<file path="src/rtl/mips_bus_pkg.sv">
// Shared types for the MIPS bus arbiter: FSM state encoding and the full-word byte-enable constant.
package mips_bus_pkg;

    typedef enum logic [1:0] {
        IDLE  = 2'd0,
        FETCH = 2'd1,
        DATA  = 2'd2,
        ERROR = 2'd3
    } state_e;

    localparam logic [3:0] BE_WORD = 4'b1111;

endpackage

</file>
<file path="src/rtl/mips_wait_timer.sv">
// Counts bus wait cycles of the in-flight transfer and flags a stuck slave.
// Latency: timeout is combinational from the count, so it asserts in the cycle that would be the TIMEOUT-th wait.
// Backpressure: none; clr wins over en, and the count saturates rather than wrapping.
module mips_wait_timer #(
    parameter int TIMEOUT = 1024,
    parameter int CNT_W   = 11
) (
    input  logic clk,
    input  logic reset,
    input  logic clr,
    input  logic en,
    output logic timeout
);

    localparam logic [CNT_W-1:0] CNT_MAX = '1;
    localparam logic [CNT_W-1:0] CNT_LAST = CNT_W'(TIMEOUT - 1);

    logic [CNT_W-1:0] cnt_q;
    logic [CNT_W-1:0] cnt_d;

    always_comb begin
        cnt_d = cnt_q;
        if (clr) begin
            cnt_d = '0;
        end else if (en && (cnt_q != CNT_MAX)) begin
            cnt_d = cnt_q + 1'b1;
        end
    end

    // The wait counted at this edge is the TIMEOUT-th one once the count already holds TIMEOUT-1.
    assign timeout = en && (cnt_q >= CNT_LAST);

    always_ff @(posedge clk or negedge reset) begin
        if (!reset) begin
            cnt_q <= '0;
        end else begin
            cnt_q <= cnt_d;
        end
    end

endmodule

</file>
<file path="src/rtl/mips_bus_arbiter.sv">
// Shares one Avalon-style bus between instruction fetch and data load/store, one transfer at a time.
// Latency: accept -> first bus cycle +1, done pulse 1 cycle after the first waitrequest=0 cycle (min 2).
// Backpressure: honours bus_waitrequest with stable outputs; stalls the core while busy; stuck bus -> sticky ERROR.
module mips_bus_arbiter
    import mips_bus_pkg::*;
#(
    parameter int TIMEOUT = 1024,
    parameter int CNT_W   = 11
) (
    input  logic        clk,
    input  logic        reset,
    input  logic        clk_enable,
    input  logic        fetch_req,
    input  logic [31:0] fetch_addr,
    output logic        fetch_valid,
    output logic [31:0] instr_out,
    input  logic        data_read,
    input  logic        data_write,
    input  logic [31:0] data_addr,
    input  logic [3:0]  data_byteen,
    input  logic [31:0] data_wdata,
    output logic        data_done,
    output logic [31:0] data_rdata,
    output logic        stall,
    output logic        bus_error,
    output logic [31:0] bus_address,
    output logic        bus_read,
    output logic        bus_write,
    output logic [3:0]  bus_byteenable,
    output logic [31:0] bus_writedata,
    input  logic        bus_waitrequest,
    input  logic [31:0] bus_readdata
);

    state_e      state_q, state_d;
    logic [31:0] addr_q, addr_d;
    logic [3:0]  be_q, be_d;
    logic [31:0] wdata_q, wdata_d;
    logic        wr_q, wr_d;
    logic [31:0] instr_q, instr_d;
    logic [31:0] rdata_q, rdata_d;
    logic        fetch_valid_q, fetch_valid_d;
    logic        data_done_q, data_done_d;
    logic        busy;
    logic        timer_clr;
    logic        timer_en;
    logic        timeout;

    assign busy     = (state_q == FETCH) || (state_q == DATA);
    assign timer_en = busy && bus_waitrequest;

    mips_wait_timer #(
        .TIMEOUT (TIMEOUT),
        .CNT_W   (CNT_W)
    ) u_wait_timer (
        .clk     (clk),
        .reset   (reset),
        .clr     (timer_clr),
        .en      (timer_en),
        .timeout (timeout)
    );

    always_comb begin
        state_d       = state_q;
        addr_d        = addr_q;
        be_d          = be_q;
        wdata_d       = wdata_q;
        wr_d          = wr_q;
        instr_d       = instr_q;
        rdata_d       = rdata_q;
        fetch_valid_d = 1'b0;
        data_done_d   = 1'b0;
        timer_clr     = 1'b0;
        case (state_q)
            IDLE: begin
                // Data beats fetch: it belongs to the instruction already in flight in the core.
                if (clk_enable && (data_read || data_write)) begin
                    state_d   = DATA;
                    addr_d    = data_addr;
                    be_d      = data_byteen;
                    wdata_d   = data_wdata;
                    wr_d      = data_write;
                    timer_clr = 1'b1;
                end else if (clk_enable && fetch_req) begin
                    state_d   = FETCH;
                    addr_d    = fetch_addr;
                    be_d      = BE_WORD;
                    wdata_d   = '0;
                    wr_d      = 1'b0;
                    timer_clr = 1'b1;
                end
            end
            FETCH, DATA: begin
                if (!bus_waitrequest) begin
                    state_d = IDLE;
                    if (state_q == FETCH) begin
                        instr_d       = bus_readdata;
                        fetch_valid_d = 1'b1;
                    end else begin
                        if (!wr_q) begin
                            rdata_d = bus_readdata;
                        end
                        data_done_d = 1'b1;
                    end
                end else if (timeout) begin
                    state_d = ERROR;
                end
            end
            default: begin
                state_d = ERROR;
            end
        endcase
    end

    always_ff @(posedge clk or negedge reset) begin
        if (!reset) begin
            state_q       <= IDLE;
            addr_q        <= '0;
            be_q          <= '0;
            wdata_q       <= '0;
            wr_q          <= 1'b0;
            instr_q       <= '0;
            rdata_q       <= '0;
            fetch_valid_q <= 1'b0;
            data_done_q   <= 1'b0;
        end else begin
            state_q       <= state_d;
            addr_q        <= addr_d;
            be_q          <= be_d;
            wdata_q       <= wdata_d;
            wr_q          <= wr_d;
            instr_q       <= instr_d;
            rdata_q       <= rdata_d;
            fetch_valid_q <= fetch_valid_d;
            data_done_q   <= data_done_d;
        end
    end

    // Strobes decode the state register directly so reset removes them without waiting for an edge.
    assign bus_read       = (state_q == FETCH) || ((state_q == DATA) && !wr_q);
    assign bus_write      = (state_q == DATA) && wr_q;
    assign bus_address    = busy ? addr_q : '0;
    assign bus_byteenable = busy ? be_q : '0;
    assign bus_writedata  = bus_write ? wdata_q : '0;

    assign fetch_valid = fetch_valid_q;
    assign data_done   = data_done_q;
    assign instr_out   = instr_q;
    assign data_rdata  = rdata_q;
    assign bus_error   = (state_q == ERROR);
    assign stall       = reset && ((state_q != IDLE) ||
                                   (clk_enable && (fetch_req || data_read || data_write)));

endmodule

</file>
<file path="config.mk">
export PLATFORM = sky130hd
export DESIGN_NAME = mips_bus_arbiter
export DESIGN_NICKNAME = d
export VERILOG_FILES = /design/src/rtl/mips_bus_pkg.sv /design/src/rtl/mips_wait_timer.sv /design/src/rtl/mips_bus_arbiter.sv
export SDC_FILE = /design/constraint.sdc
export NUM_CORES = 1
export LEC_CHECK = 0
export CELL_PAD_IN_SITES_DETAIL_PLACEMENT = 0
export CELL_PAD_IN_SITES_GLOBAL_PLACEMENT = 2
export CORE_MARGIN = 5
export CORE_UTILIZATION = 26
export DETAILED_ROUTE_END_ITERATION = 10
export GPL_TIMING_DRIVEN = 0
export PLACE_DENSITY_LB_ADDON = 0.1
export SLEW_MARGIN = 15
export SYNTH_ARGS = -nofsm -noshare
export SYNTH_HDL_FRONTEND = slang
export SYNTH_SLANG_ARGS = --single-unit
</file>
<file path="constraint.sdc">
create_clock -name clk -period 2.17 [get_ports clk]
set_input_delay 0.651 -clock clk [delete_from_list [all_inputs] [get_ports clk]]
set_output_delay 0.651 -clock clk [all_outputs]
set_load 0.005 [all_outputs]
</file>
==> results of run 1 <==
==> power by group <==
group,switching [mW],internal [mW]
Sequential,0.690,4.03
Clock,1.30,1.51
Combinational,2.80,4.76
==> per-layer routing <==
metal / part of all wire, % / vias to the layer above / GRT usage [%]
met2: 48 / 198 / 26.64
met3: 7.3 / 31 / 5.018
met1: 42 / 2635 / 19.65
met5: 0 / - / 0
met4: 2.0 / 0 / 5.152
li1: - / 2553 / -
==> path summary, 6_finish.rpt <==
path                              endpoint  slack [ns]  depth (start not counted)
setup / recovery           bus_address[29]       -0.20                          6
hold / removal                 wdata_q[31]        0.08                          1
setup reg to reg            data_rdata[13]        0.13                          8
hold reg to reg                  addr_q[2]        0.48                          2
max in group asynchronous    instr_out[26]        1.50                          2
min in group clk                 addr_q[2]        0.48                          2
==> flip-flops by register name (all words and copies together) (netlist names) <==
register / flops
wr_q: 1
wdata_q: 32
be_q: 4
u_wait_timer.cnt_q: 11
data_rdata: 32
instr_out: 32
addr_q: 32
fetch_valid: 1
data_done: 1
state_q: 2
==> synth_stat cells, types with 2 or more instances <==
library cell  count
nor3_1            3
buf_2            16
a311oi_1          2
xnor2_1           2
mux2_2           56
and3_1           33
nand4_1           3
or4_1             3
nor2_1            5
nand2_1          39
o22a_1            4
or3_1             2
a21oi_1           9
nand3_1           3
mux2i_1          32
dfrtp_1         148
ha_1              5
a31oi_1           2
clkbuf_1         15
mux2_1            8
buf_4             6
o21ai_0          38
o31ai_1           6
a22o_1           32
and2_1           39
inv_1             7
==> what timing repair did <==
| item | in CTS | in global routing |
|---|---|---|
| cloned | 8 | 0 |
| gates resized for setup | 448 | 39 |
| hold buffers | 0 | 0 |
| pin swaps | 6 | 4 |
| buffers inserted | 15 | 0 |
| setup endpoints to repair | 112 | 98 |
==> layout make-up <==
| class | instances | area, um2 | area share [%] |
|---|---|---|---|
| repair buffers | 298 | 3095 | 28.21 |
| clock buffers | 17 | 425.4 | 3.877 |
| clock inverters | 15 | 143.9 | 1.311 |
| flip-flops and latches | 148 | 3705 | 33.76 |
| well taps | 324 | 405.4 | 3.694 |
| plain buffers | 38 | 317.8 | 2.896 |
| multi-input cells | 341 | 2846 | 25.94 |
| inverters | 7 | 26.28 | 0.2395 |
| diodes | 3 | 7.507 | 0.06842 |
==> through the flow <==
step | util, % | hold WS [ns]
finish | 44.86 | 0.08072
global route | 44.85 | 0.07736
CTS | 44.39 | 0.07307
detailed placement | 39.66 | 0.4650
global placement | 39.52 | 0.4556
floorplan | - | 0.3554
==> cell families after synthesis <==
logic type,Yosys count,synth area share [%]
buffers and inverters,45,3.369
AND/OR/NAND/NOR,141,12.32
XOR/XNOR,2,0.2695
multiplexers,96,16.02
AO/OA/AOI/OAI,97,10.09
adder cells (fa/ha/maj),5,0.9625
flip-flops,148,56.98
==> critical path, stage by stage, from the launching register on <==
cell and delay (ns):
dfrtp_1 0.39, inv_2 0.11, ha_4 0.23, clkbuf_16 0.17, clkbuf_16 0.16, and2_4 0.14
buf_6 0.11
==> impl_metrics.env, run 1 <==
export IMPL_status="complete, but fails checks"
export IMPL_violations="setup timing"
export IMPL_hold_violations=0
export IMPL_drt_iter0_drc=198
export IMPL_ys_types=42
export IMPL_final_setup_tns_ns=-9.140
export IMPL_clock_latency_ns=0.42
export IMPL_leakage_nw=4.861
export IMPL_cp_end_kind="output pin"
export IMPL_die_w_um=168.1
export IMPL_ys_seq_area_share_pct=56.98
export IMPL_grt_pass1_wl_um=35250
export IMPL_numPortBuffers=276
export IMPL_root_buffer="clkbuf_16"
export IMPL_irDropWorstVdd_mv=0.7479
export IMPL_rsz0062_at_grt="yes"
export IMPL_worst_slack_ns=-0.2042
export IMPL_hp_class="in -> async"
export IMPL_netlist_area_um2=6500
export IMPL_hpwl_um=16580
export IMPL_crit_path_start="state_q[0]"
export IMPL_start_util_pct=26.57
export IMPL_globalplace_congestion=0.7538
export IMPL_powerDensity_nw_per_um2=1376
export IMPL_post_place_ws_ns=-1.043
export IMPL_worst_ep_arrival_time_ns=1.72
export IMPL_r2r_start="state_q[1]"
export IMPL_synth_top_area_share_pct=56.98
export IMPL_track_usage_pct=15.94
export IMPL_clockBufferDepth=2
export IMPL_fmax_mhz=421.2
export IMPL_synth_edf_count=0
export IMPL_instances_no_fill=1191
export IMPL_pin_count=277
export IMPL_yosysWarnings=0
export IMPL_synth_top_cell_by_area="dfrtp_1"
export IMPL_async_reset_ff_share_pct=100.0
export IMPL_report_final_slew_viol_count=0
export IMPL_finalPower_mw=15.10
export IMPL_grt_antenna_before_repair=2
export IMPL_cp_required_ns=1.52
export IMPL_final_min_clock_period_ns=2.374
export IMPL_wl_per_cell_um=18.89
export IMPL_setup_viol_count_final=66
export IMPL_synthesis_nets=678
export IMPL_die_h_um=168.1
export IMPL_syn_inst=534
export IMPL_grt_pass1_vias=6021
export IMPL_drive_gt1_share_pct=34.03
export IMPL_period_share_pct=109.4
export IMPL_final_area_um2=10970
export IMPL_std_cell_rows=57
export IMPL_fillers=2338
export IMPL_critPathMaxFanout=8
export IMPL_post_dp_cell_area_um2=9701
export IMPL_yosys_most_used_dff="dfrtp_1"
export IMPL_cts_sinks=148
export IMPL_area_growth_pct=68.82
export IMPL_drc=0
export IMPL_fin_worst_skew_ns=0.008093
export IMPL_dp_cells=1135
export IMPL_crit_type="reg -> out"
export IMPL_cp_start_kind="flop"
export IMPL_cts_buffers=17
export IMPL_avgViaCountPerCell=4.548
export IMPL_worst_slew_pin_slew_ns=0.5448
export IMPL_grt_max_degree=41
export IMPL_core_area_um2=24460
export IMPL_slew_headroom_pct=63.55
export IMPL_layout_commonest_cell="clkdlybuf4s50_1"
export IMPL_synth_area_top_cells="dfrtp_1 (57%), mux2_2 (9.7%), mux2i_1 (4.9%), a22o_1 (4.3%), and2_1 (3.8%)"
export IMPL_routed_wl_um=22500
export IMPL_avgSynthCellArea_um2=12.17
export IMPL_drv_cap=0
export IMPL_synth_seq_cells=148
export IMPL_ant_nets=0
export IMPL_cts_max_level=4
export IMPL_cts_tree="done"
export IMPL_vias=5417
export IMPL_grt_overflow=0
export IMPL_design_die_area_um2=28260
export IMPL_layout_common_cells="clkdlybuf4s50_1 (199), dfrtp_1 (147), buf_6 (69), mux2_2 (56)"
export IMPL_dr_pass1_iters=4
export IMPL_final_nets=995
export IMPL_clkTransAtPathRegs_ns=0.07
No activity file was read; power rests on OpenSTA's default activity.
==> inputs of run 2 (changes only) <==
--- a/config.mk
+++ b/config.mk
@@ -5,10 +5,11 @@
 export SDC_FILE = /design/constraint.sdc
 export NUM_CORES = 1
 export LEC_CHECK = 0
+export ABC_AREA = 1
 export CELL_PAD_IN_SITES_DETAIL_PLACEMENT = 0
 export CELL_PAD_IN_SITES_GLOBAL_PLACEMENT = 2
 export CORE_MARGIN = 5
-export CORE_UTILIZATION = 26
+export CORE_UTILIZATION = 23
 export DETAILED_ROUTE_END_ITERATION = 10
 export GPL_TIMING_DRIVEN = 0
 export PLACE_DENSITY_LB_ADDON = 0.1
==> run 2 against run 1 <==
Compared with the run above:
- the run still ends with setup timing left
- clock-buffer cell count unchanged
- area after synthesis increased by 1.1%
- via count grew 17%
- synthesized cell count grew 50%
- largest cell class unchanged
- maximum frequency is 0.63% lower
- design area is 2.6% higher
- largest power group unchanged
==> impl_metrics.env, run 2 <==
export IMPL_crit_type="reg -> out"
export IMPL_synth_area_top_cells="dfrtp_1 (56%), nand2_1 (12%), o21ai_0 (6.9%), inv_1 (6.7%), nor2_1 (6.6%)"
export IMPL_period_share_pct=110.1
export IMPL_yosysWarnings=0
export IMPL_avgSynthCellArea_um2=8.195
export IMPL_drv_cap=0
export IMPL_rsz0062_at_grt="yes"
export IMPL_path_cells="inv_2, ha_4, buf_12, buf_6, buf_8, nand2_2, inv_2, buf_2"
export IMPL_layout_common_cells="clkdlybuf4s50_1 (199), nand2_1 (165), dfrtp_1 (148), inv_1 (93), o21ai_0 (90)"
export IMPL_root_buffer="clkbuf_16"
export IMPL_dr_pass1_iters=4
export IMPL_grt_pass1_vias=6705
export IMPL_globalplace_congestion=0.7129
export IMPL_grt_overflow=0
export IMPL_final_setup_tns_ns=-9.673
export IMPL_worst_slack_ns=-0.2191
export IMPL_worst_ep_arrival_time_ns=1.74
export IMPL_vias=6346
export IMPL_cpPeakStageDelay_ns=0.40
export IMPL_clock_latency_ns=0.42
export IMPL_clockBufferDepth=2
export IMPL_cts_max_level=4
export IMPL_ant_nets=0
export IMPL_numPortBuffers=276
export IMPL_grt_max_degree=40
export IMPL_synth_edf_count=0
export IMPL_instances_no_fill=1533
export IMPL_irDropWorstVdd_mv=0.5231
export IMPL_hpwl_um=17410
export IMPL_powerDensity_nw_per_um2=1358
export IMPL_worst_slew_pin_slew_ns=0.5983
export IMPL_track_usage_pct=15.92
export IMPL_clkTransAtPathRegs_ns=0.07
export IMPL_start_util_pct=23.46
export IMPL_fillers=2937
export IMPL_final_min_clock_period_ns=2.389
export IMPL_report_final_slew_viol_count=0
export IMPL_core_area_um2=28010
export IMPL_drt_iter0_drc=222
export IMPL_netlist_area_um2=6573
export IMPL_critPathMaxFanout=6
export IMPL_dp_cells=1457
export IMPL_drive_gt1_share_pct=24.00
export IMPL_grt_antenna_before_repair=1
export IMPL_yosysMostFrequentCell="nand2_1"
export IMPL_cts_buffers=17
export IMPL_die_w_um=179.0
export IMPL_drc=0
export IMPL_violations="setup timing"
export IMPL_cp_end_kind="output pin"
export IMPL_slew_headroom_pct=60.11
export IMPL_routed_wl_um=25540
export IMPL_status="complete, but fails checks"
export IMPL_design_die_area_um2=32060
export IMPL_synth_common_cells="nand2_1 (202), dfrtp_1 (148), inv_1 (117)"
export IMPL_cp_required_ns=1.52
export IMPL_leakage_nw=5.500
export IMPL_avgViaCountPerCell=4.140
export IMPL_syn_inst=802
export IMPL_pin_count=277
export IMPL_synthesis_nets=946
export IMPL_fmax_mhz=418.6
export IMPL_cts_sinks=148
export IMPL_area_growth_pct=71.29
export IMPL_yosys_most_used_dff="dfrtp_1"
export IMPL_cp_start_kind="flop"
export IMPL_hp_class="in -> async"
export IMPL_synth_top_cell_by_area="dfrtp_1"
export IMPL_die_h_um=179.0
export IMPL_crit_slowest_cell="dfrtp_1"
export IMPL_crit_top_cell="inv_2"
export IMPL_cts_tree="done"
export IMPL_ys_types=25
export IMPL_setup_viol_count_final=67
export IMPL_synth_seq_cells=148
export IMPL_hold_violations=0
export IMPL_async_reset_ff_share_pct=100.0
export IMPL_std_cell_rows=61
export IMPL_fin_worst_skew_ns=0.01351
export IMPL_synth_top_area_share_pct=56.35
export IMPL_ys_seq_area_share_pct=56.35
export IMPL_wl_per_cell_um=16.66
export IMPL_critPathTopFamily="buffers and inverters"
export IMPL_crit_buf_inv=6
export IMPL_layout_commonest_cell="clkdlybuf4s50_1"
export IMPL_final_nets=1286
export IMPL_grt_pass1_wl_um=39010
[run 2: cell types whose count changed after synthesis, sizes merged, moves of 32 or more]
cell	delta
and2	-40
mux2	-64
nand2	+163
a22o	-32
o21ai	+63
inv	+113
nor2	+111
and3	-33
mux2i	-32
[run 2: layout make-up]
cell class | count | area (um2) | area share (%)
Sequential cell | 148 | 3704 | 32.90
Clock inverter | 14 | 145.1 | 1.289
Buffer | 39 | 279.0 | 2.478
Clock buffer | 17 | 425.4 | 3.779
Timing Repair Buffer | 322 | 3126 | 27.76
Multi-Input combinational cell | 494 | 2650 | 23.54
Tap cell | 378 | 473.0 | 4.201
Inverter | 120 | 454.2 | 4.034
Antenna cell | 1 | 2.502 | 0.02223
[run 2: routing by layer]
metal  share of wire, %  up-vias  GRT usage (%)
met5              0.051        -              0
met4                1.2        2          3.870
met1                 41     2994          19.04
li1                   -     3168              -
met3                8.4       22          6.411
met2                 49      160          26.78
[run 2: where the power goes]
group	leakage, nW	switching (mW)	total (mW)	internal [mW]
Clock	0.276	1.33	2.94	1.61
Sequential	1.85	0.698	4.70	4.00
Combinational	3.37	3.72	7.65	3.93
[run 2: cell families after synthesis]
logic type / Yosys count / synth area share [%]
simple gates: 345 / 20.46
buf+inv: 160 / 9.480
flops: 148 / 56.35
compound gates: 140 / 12.22
fa+ha+maj: 5 / 0.9518
xor+xnor: 4 / 0.5330
[run 2: per-stage QoR]
step / worst slack [ns] / area (um2) / util, % / hold WS [ns] / power, mW
floorplan: 0.2365 / 6573 / - / 0.3554 / 7.105
CTS: -0.2342 / 10990 / 39.22 / 0.06691 / 15.28
detailed placement: -0.9454 / 9841 / 35.13 / 0.4695 / 10.74
global placement: -6.586 / 9808 / 35.02 / 0.4650 / 10.75
finish: -0.2191 / 11260 / 40.19 / 0.08402 / 15.29
global route: -0.2922 / 11260 / 40.18 / 0.07619 / 16.54
[run 2: path summary, 6_finish.rpt]
kind                                    from                    end  slack, ns  depth (start not counted)
worst min-delay path                   reset             addr_q[13]       0.08                          1
worst min register to register  instr_out[3]           instr_out[3]       0.48                          2
max in group asynchronous              reset  u_wait_timer.cnt_q[5]       1.43                          2
worst max register to register    state_q[0]  u_wait_timer.cnt_q[5]       0.16                         12
worst max-delay path              state_q[0]         bus_address[4]      -0.22                          8
min in group clk                instr_out[3]           instr_out[3]       0.48                          2
[run 2: what timing repair did]
action / in CTS / in global routing
cloned: 9 / 0
resized for setup: 423 / 97
pin swaps: 6 / 3
endpoints found under the hold margin: 0 / 0
buffers inserted: 34 / 8
endpoints found under the setup margin: 72 / 120
hold buffers: 0 / 0
[run 2: worst register-to-register path, delay by kind of cell, from the launching register on]
kind,cells,cell delay (ns)
flip-flops,1,0.40
adder cells (fa/ha/maj),1,0.22
buffers and inverters,7,0.89
AND/OR/NAND/NOR,4,0.39
==> patch, RTL diff (flow settings as in run 2) <==
`CNT_W` is set to 11 in 2 places; all go to 9.
--- a/src/rtl/mips_wait_timer.sv
+++ b/src/rtl/mips_wait_timer.sv
@@ -4,5 +4,5 @@
 module mips_wait_timer #(
     parameter int TIMEOUT = 1024,
-    parameter int CNT_W   = 11
+    parameter int CNT_W   = 9
 ) (
     input  logic clk,
--- a/src/rtl/mips_bus_arbiter.sv
+++ b/src/rtl/mips_bus_arbiter.sv
@@ -6,5 +6,5 @@
 #(
     parameter int TIMEOUT = 1024,
-    parameter int CNT_W   = 11
+    parameter int CNT_W   = 9
 ) (
     input  logic        clk,
Check against the original RTL: no difference found for any inputs over 4 cycles, from zero or initial values and one cycle with reset low; that may be too few to reach the edited logic, so the function may still have changed.
==> patch against run 2 <==
The flow still finishes with violations (negative setup slack); via count up 1.5%; setup slack worse by 33 ps; synthesized area is 1.8% higher; total power up 2.3%; wire length shrank 0.42%; design area increased by 2.0%; worst hold slack worse by 7.0 ps; die area increased by 1.7%; sequential cell count fell by 2.
==> patch: results (changes against run 2) <==
\begin{tabular}{lr}
\hline
Metric & Value \\
\hline
\multicolumn{2}{l}{\textbf{Placement}} \\
Placed instance count & 1,519 (was 1,457) \\
Weighted congestion at the end of routability-driven global placement & 0.718 (was 0.713) \\
Buffers on Ports & 275 (was 276) \\
Area after DPL & 9960 um\^{}2 (was 9840 um\^{}2) \\
Detailed-placement wirelength estimate & 18,000 um (was 17,400 um) \\
\multicolumn{2}{l}{\textbf{Worst setup path}} \\
Length in cells of the worst reg-to-reg path & 13 (was 12) \\
Terminus of the critical flop-to-flop path & u\_wait\_timer.cnt\_q[2] (was u\_wait\_timer.cnt\_q[5]) \\
Worst path arrival time & 1770 ps (was 1740 ps) \\
Slowest stage cell on the critical path & sky130\_fd\_sc\_hd\_\_dfrtp\_2 (was sky130\_fd\_sc\_hd\_\_dfrtp\_1) \\
\multicolumn{2}{l}{\textbf{Detailed routing}} \\
Met2 WL & 12,100 um (was 12,500 um) \\
Final WL & 25,400 um (was 25,500 um) \\
Uppermost routed layer & met4 (was met5) \\
Detail Route met3 WL & 2250 um (was 2150 um) \\
Number of design-rule violations left by the first detailed-router iteration & 253 (was 222) \\
Vias per cell & 4.06 (was 4.14) \\
\multicolumn{2}{l}{\textbf{GRT}} \\
Number of antenna violations at the first check in global routing & 0 (was 1) \\
Largest net degree at the start of global routing & 41 (was 40) \\
\multicolumn{2}{l}{\textbf{Yosys}} \\
Synthesized Nets & 1,004 (was 946) \\
Top cells by count, synth & sky130\_fd\_sc\_hd\_\_nand2\_1, sky130\_fd\_sc\_hd\_\_dfrtp\_1, sky130\_fd\_sc\_hd\_\_inv\_1 (unchanged) \\
Part of the Yosys area used for sequential elements & 54.6\% (was 56.3\%) \\
Mean area per synthesized cell & 7.79 um\^{}2 (was 8.20 um\^{}2) \\
\multicolumn{2}{l}{\textbf{Cells and area}} \\
Net total in the final layout & 1,335 (was 1,286) \\
Number of inserted diodes & 0 (was 1) \\
\multicolumn{2}{l}{\textbf{Run status}} \\
Outcome & finished with violations (unchanged) \\
Violated checks & negative setup slack (unchanged) \\
\multicolumn{2}{l}{\textbf{Pwr}} \\
Net switching fraction of the power & 36.7\% (was 37.6\%) \\
Worst vdd rail ir drop & 0.582 mV (was 0.523 mV) \\
\multicolumn{2}{l}{\textbf{STA}} \\
Setup slack of the critical path after layout & -252 ps (was -219 ps) \\
Endpoints failing setup & 68 (was 67) \\
\multicolumn{2}{l}{\textbf{Clocking}} \\
Gates resized, CTS repair & 420 (was 423) \\
\hline
\end{tabular}
==> patch: how the worst min path moves through the flow <==
stage	from	to	slack, ps	depth (start not counted)
after floorplan	reset	addr_q[0]	360	0
after global placement	addr_q[8]	addr_q[8]	460	2
after detailed placement	addr_q[9]	addr_q[9]	470	2
after CTS	reset	data_rdata[16]	60	1
after global routing	reset	instr_out[20]	60	1
final	reset	instr_out[30]	80	1
==> patch: area by class of cell <==
| type | instances | area, um^2 |
|---|---|---|
| Clock buffer | 17 | 425 |
| Sequential cell | 146 | 3650 |
| Inverter | 125 | 472 |
| Fill cell | 2982 | 17200 |
| Clock inverter | 14 | 194 |
| Timing Repair Buffer | 313 | 3150 |
| Multi-Input combinational cell | 545 | 2770 |
| Tap cell | 384 | 480 |
| Buffer | 42 | 334 |
==> patch: power groups by stage <==
stage               sequential [mW]  combinational (mW)  clock, mW
floorplan                      4.52                2.56          0
global placement               4.56                6.09          0
detailed placement             4.54                6.09          0
CTS                            4.59                7.26       3.30
global route                   4.79                8.70       3.41
finish                         4.62                7.82       3.20
==> patch: critical path, delay by kind of cell (launching register included) <==
kind / cells / cell delay [ps]
adders and majority gates: 1 / 210
DFF: 1 / 440
buffers and inverters: 6 / 650
and+or+nand+nor: 1 / 60
==> patch: cell families after synthesis <==
| group | count (synthesis) | synth area share [%] |
|---|---|---|
| buffers and inverters | 168 | 10.3 |
| and+or+nand+nor | 433 | 26.0 |
| AOI/OAI and AO/OA | 106 | 8.00 |
| DFF | 146 | 54.6 |
| adders and majority gates | 6 | 1.12 |
==> patch: routing by layer <==
metal	vias to the layer above	GRT usage (%)
met3	17	6.96
met2	167	25.3
met4	0	3.30
met1	2990	19.0
met5	-	0
li1	3267	-
